$ cat config.mk
export PLATFORM = sky130hd
export DESIGN_NAME = motion_mask_gen
export DESIGN_NICKNAME = d
export VERILOG_FILES = /design/src/rtl/motion_mask_gen.sv
export SDC_FILE = /design/constraint.sdc
export NUM_CORES = 1
export LEC_CHECK = 0
export ABC_AREA = 1
export CORE_MARGIN = 2
export CORE_UTILIZATION = 45
export DETAILED_ROUTE_END_ITERATION = 6
export PLACE_DENSITY = 0.75
export REMOVE_ABC_BUFFERS = 1
export SLEW_MARGIN = 10
export SYNTH_ARGS = -nofsm -noshare
export SYNTH_HDL_FRONTEND = slang
export SYNTH_SLANG_ARGS = --single-unit
$ cat constraint.sdc
create_clock -name clk -period 6.1 [get_ports clk]
set_input_delay 1.22 -clock clk [delete_from_list [all_inputs] [get_ports clk]]
set_output_delay 1.22 -clock clk [all_outputs]
set_load 0.03 [all_outputs]
$ cat src/rtl/motion_mask_gen.sv
// rtl/motion_mask_gen.sv - three-stage |pt - pt1| threshold/gain blend-mask producer
// Optional S2 hysteresis flag enabled by defining MASK_HYST_EN.
module motion_mask_gen #(
   parameter int PIX_W     = 8,
   parameter int GAIN_FRAC = 4,
   parameter int FCNT_W    = 16
) (
   input  logic              clk,
   input  logic              rst,
   input  logic [PIX_W-1:0]  cfg_thresh,
   input  logic [7:0]        cfg_gain,
   input  logic              in_valid,
   output logic              in_ready,
   input  logic [PIX_W-1:0]  in_pixel_t,
   input  logic [PIX_W-1:0]  in_pixel_t1,
   input  logic              in_sof,
   input  logic              in_eol,
   output logic              out_valid,
   input  logic              out_ready,
   output logic [PIX_W-1:0]  out_pixel_t,
   output logic [PIX_W-1:0]  out_pixel_t1,
   output logic [PIX_W-1:0]  out_mask,
   output logic              out_sof,
   output logic              out_eol,
   output logic [FCNT_W-1:0] frame_cnt
);
   localparam int PROD_W = PIX_W + 8;

   logic              en, accept;
   logic [PIX_W-1:0]  act_thresh;
   logic [7:0]        act_gain;

   logic              s1_valid, s1_sof, s1_eol;
   logic [PIX_W-1:0]  s1_pt, s1_pt1, s1_diff, s1_thresh;
   logic [7:0]        s1_gain;

   logic              s2_valid, s2_sof, s2_eol;
   logic [PIX_W-1:0]  s2_pt, s2_pt1;
   logic [PROD_W-1:0] s2_prod;

   logic              s3_valid;

   logic [PIX_W-1:0]  in_diff, eff_thresh, excess;
   logic [PROD_W-1:0] scaled;
   logic [PIX_W-1:0]  sat_mask;
   logic              use_half;

   assign en       = !s3_valid || out_ready;
   assign in_ready = en;
   assign accept   = in_valid && en;
   assign in_diff  = (in_pixel_t >= in_pixel_t1) ? (in_pixel_t - in_pixel_t1)
                                                 : (in_pixel_t1 - in_pixel_t);

   // Each beat carries its own thresh/gain so a SOF never retunes older in-flight beats.
   always_ff @(posedge clk or posedge rst) begin
      if (rst) begin
         act_thresh <= '0;
         act_gain   <= 8'h10;
         frame_cnt  <= '0;
         s1_valid   <= 1'b0;
         s1_sof     <= 1'b0;
         s1_eol     <= 1'b0;
         s1_pt      <= '0;
         s1_pt1     <= '0;
         s1_diff    <= '0;
         s1_thresh  <= '0;
         s1_gain    <= 8'h10;
      end else if (en) begin
         if (accept && in_sof) begin
            act_thresh <= cfg_thresh;
            act_gain   <= cfg_gain;
            frame_cnt  <= frame_cnt + 1'b1;
         end
         s1_valid  <= in_valid;
         s1_sof    <= in_sof;
         s1_eol    <= in_eol;
         s1_pt     <= in_pixel_t;
         s1_pt1    <= in_pixel_t1;
         s1_diff   <= in_diff;
         s1_thresh <= in_sof ? cfg_thresh : act_thresh;
         s1_gain   <= in_sof ? cfg_gain : act_gain;
      end
   end

`ifdef MASK_HYST_EN
   logic hyst;

   // Halved threshold follows a moving pixel, never across a line or frame start.
   always_ff @(posedge clk or posedge rst) begin
      if (rst) begin
         hyst <= 1'b0;
      end else if (en && s1_valid) begin
         hyst <= (excess != '0) && !s1_eol;
      end
   end

   assign use_half = hyst && !s1_sof;
`else
   assign use_half = 1'b0;
`endif

   assign eff_thresh = use_half ? (s1_thresh >> 1) : s1_thresh;
   assign excess     = (s1_diff > eff_thresh) ? (s1_diff - eff_thresh) : '0;

   always_ff @(posedge clk or posedge rst) begin
      if (rst) begin
         s2_valid <= 1'b0;
         s2_sof   <= 1'b0;
         s2_eol   <= 1'b0;
         s2_pt    <= '0;
         s2_pt1   <= '0;
         s2_prod  <= '0;
      end else if (en) begin
         s2_valid <= s1_valid;
         s2_sof   <= s1_sof;
         s2_eol   <= s1_eol;
         s2_pt    <= s1_pt;
         s2_pt1   <= s1_pt1;
         s2_prod  <= PROD_W'(excess) * PROD_W'(s1_gain);
      end
   end

   assign scaled   = s2_prod >> GAIN_FRAC;
   assign sat_mask = (|scaled[PROD_W-1:PIX_W]) ? {PIX_W{1'b1}} : scaled[PIX_W-1:0];

   always_ff @(posedge clk or posedge rst) begin
      if (rst) begin
         s3_valid     <= 1'b0;
         out_sof      <= 1'b0;
         out_eol      <= 1'b0;
         out_pixel_t  <= '0;
         out_pixel_t1 <= '0;
         out_mask     <= '0;
      end else if (en) begin
         s3_valid     <= s2_valid;
         out_sof      <= s2_sof;
         out_eol      <= s2_eol;
         out_pixel_t  <= s2_pt;
         out_pixel_t1 <= s2_pt1;
         out_mask     <= sat_mask;
      end
   end

   assign out_valid = s3_valid;

endmodule

==> out/metrics.cfg, run 1 <==
[critical_path]
arrival_ns=5.94
required_ns=6.41
crit_family=adder cells
max_stage_delay_ns=0.55
path_class=reg -> reg
cp-start-kind=register
cp_common_cell=inv_1
path_buf_inv=6
cpMaxStageDelayCell=fa_1
worstPathMaxFanout=7
rrSetupSlack_ns=0.47
end_kind=register

[floorplanning]
start_util_pct=46.2
io_pins=82
placementRows=49
fp.dieArea_mm2=0.0197
die_h_um=140
die_w_um=140
core_mm2=0.0181

[grt]
grt_pass1_vias=6390
grt_first_pass_wirelength_mm=29.5
grtUsageTotal_pct=18.3
grt_overflow=0
grt_start_max_net_pins=103
antenna_found_initial=0

[cells_and_area]
final_nets=1208
largest_register_ffs=16
top_register=frame_cnt
final_common_cell=nand2_1
diodes=0
syn2layout_area_growth_pct=18.9
final_cell_mix=nand2_1 (252), inv_1 (148), dfrtp_1 (131), nor2_1 (82), clkdlybuf4s50_1 (81)
final_layout_size_suffix_gt1_share_pct=6.07
instances_no_fill=1316
multi_input_area_mm2=0.00430
nFillCells=1608
reg_top3=frame_cnt: 16 flops, s2_prod: 12 flops
seq_area_mm2=0.00333

[clock_network]
path_clk_slew_ns=0.06
clock_latency_ns=0.43
hold_buffers=0
htree_levels=4
cts_root_buf=clkbuf_16
post_cts_resized=0
tritoncts=yes
cts_buffer_depth=2
clock-sinks=133
numCtsBuffers=17
cts_setup_buffers=0

[sta]
rsz0062_at_grt=no
clock_skew_ns=0.0217
finalCriticalPeriod_ns=5.63
post-route-period-util_pct=92.3
slew_headroom_pct=38.9
setup_viol=0
fmax_mhz=178
tightest_slew_ns=0.916
drv_slew=0
hold_violations=0

[power_and_ir_drop]
powerDensity_mw_per_mm2=605
p_leak_nw=5.03
ir_drop_mv=0.431
power_w=0.00601

[yosys]
ys_types=44
synthXorXnorAreaFrac_pct=3.04
yosys_warnings=0
ys_ff_latch=133
syn_inst=1001
synth.area.mux_share_pct=0
synthAdderAreaFrac_pct=17.9
synth_compound_area_share_pct=10.5
postSynthAreaPerCell_um2=8.34
synth-simple-area-share_pct=20.0
syn_area_mm2=0.00835
synth_top_family_by_area=simple AND/OR/NAND/NOR gates
synth_seq_area_share_pct=39.9

[run_status]
status=completed

[placement]
portBuffers=81
dp_cells=1284
gp_congestion=0.894
dp_hpwl_mm=12.7

[detailed_routing]
drt_iter0_drc=375
vias=6589
wl_per_cell_um=13.1
firstDrtPassIters=6
drc=0
via_per_inst=5.01
routed_wl_mm=17.3
ant_nets=0

[hold_path]
hp-class=reg -> reg

[job]
maxCapViolations=0

## cell type report
class | count | share of cell area (%)
Sequential cell | 133 | 33.5
Multi-Input combinational cell | 678 | 43.4
Clock inverter | 12 | 1.18
Clock buffer | 20 | 4.50
Tap cell | 229 | 2.89
Timing Repair Buffer | 85 | 8.47
Inverter | 159 | 6.06
## synth_stat cells, drive strengths merged
library cell	number	area share (%)
a211oi	2	0.18
a21o	3	0.27
a21oi	24	1.5
a22o	1	0.10
a31oi	11	0.82
buf	9	0.48
clkbuf	22	0.99
clkinv	3	0.13
dfrtp	131	39
dfstp	2	0.63
fa	39	9.4
ha	57	8.5
inv	156	7.0
nand2	258	12
nand3	30	2.2
nand4	10	0.82
nor2	87	4.3
nor3	4	0.30
o2111ai	1	0.10
o211ai	3	0.27
o21a	3	0.27
o21ai	90	5.4
o21bai	4	0.40
o221ai	2	0.21
o22ai	13	0.97
or2	6	0.45
or4	1	0.090
xnor2	12	1.3
xor2	17	1.8
## path summary, 6_finish.rpt
check / from / endpoint / depth (start not counted)
min reg2reg: s2_eol$_DFFE_PP0N_ / out_eol$_DFFE_PP0N_ / 2
max in group asynchronous: rst / s1_gain[4]$_DFFE_PP1N_ / 3
min: s2_eol$_DFFE_PP0N_ / out_eol$_DFFE_PP0N_ / 2
max reg2reg: s1_diff[0]$_DFFE_PP0N_ / s2_prod[13]$_DFFE_PP0N_ / 28
min in group asynchronous: rst / out_eol$_DFFE_PP0N_ / 2
max: s1_diff[0]$_DFFE_PP0N_ / s2_prod[13]$_DFFE_PP0N_ / 28
## per-stage QoR
stage	TNS (ns)	area (um2)	util [%]	setup slack [ns]	hold slack (ns)
floorplan	-26.00	8220	-	-0.814	0.440
global placement	0	9360	51.8	0.633	0.449
detailed placement	0	9360	51.8	0.498	0.454
CTS	0	9930	54.9	0.476	0.469
global route	0	9930	54.9	0.0908	0.494
finish	0	9930	54.9	0.468	0.468
## kinds of logic (layout without fill, tap and decap cells)
logic type               Yosys count  in the layout
AND/OR/NAND/NOR                  396            396
buffers and inverters            190            276
AO/OA/AOI/OAI                    157            157
flip-flops                       133            133
adder cells (fa/ha/maj)           96             96
XOR/XNOR                          29             29
## worst reg2reg max path, delay by kind of cell (launching register included)
| kind | cells | cell delay [ns] |
|---|---|---|
| fa+ha+maj | 7 | 2.80 |
| simple gates | 12 | 1.38 |
| buf+inv | 6 | 0.55 |
| flops | 1 | 0.34 |
| compound gates | 3 | 0.44 |
## power breakdown
group / internal, W / total (W) / switching (W)
clock network: 0.000577 / 0.000972 / 0.000395
logic: 0.00136 / 0.00369 / 0.00233
registers: 0.00119 / 0.00135 / 0.000154
total: 0.00313 / 0.00601 / 0.00287
## layer usage
layer / vias to the layer above / routed length (um) / global-route usage [%]
li1: 3293 / - / -
met1: 3130 / 7910 / 24.1
met2: 146 / 8370 / 30.2
met3: 20 / 688 / 4.00
met4: 0 / 315 / 5.85
met5: - / 0 / 0
Note: power is estimated with default switching activity, not from simulation.
==> run 2: changes to the inputs <==
--- a/config.mk
+++ b/config.mk
@@ -11,7 +11,7 @@
 export DETAILED_ROUTE_END_ITERATION = 6
 export PLACE_DENSITY = 0.75
 export REMOVE_ABC_BUFFERS = 1
-export SLEW_MARGIN = 10
+export SLEW_MARGIN = 20
 export SYNTH_ARGS = -nofsm -noshare
 export SYNTH_HDL_FRONTEND = slang
 export SYNTH_SLANG_ARGS = --single-unit
==> results of run 2 <==
The final DEF is identical to that of run 1; final timing and power are the same.
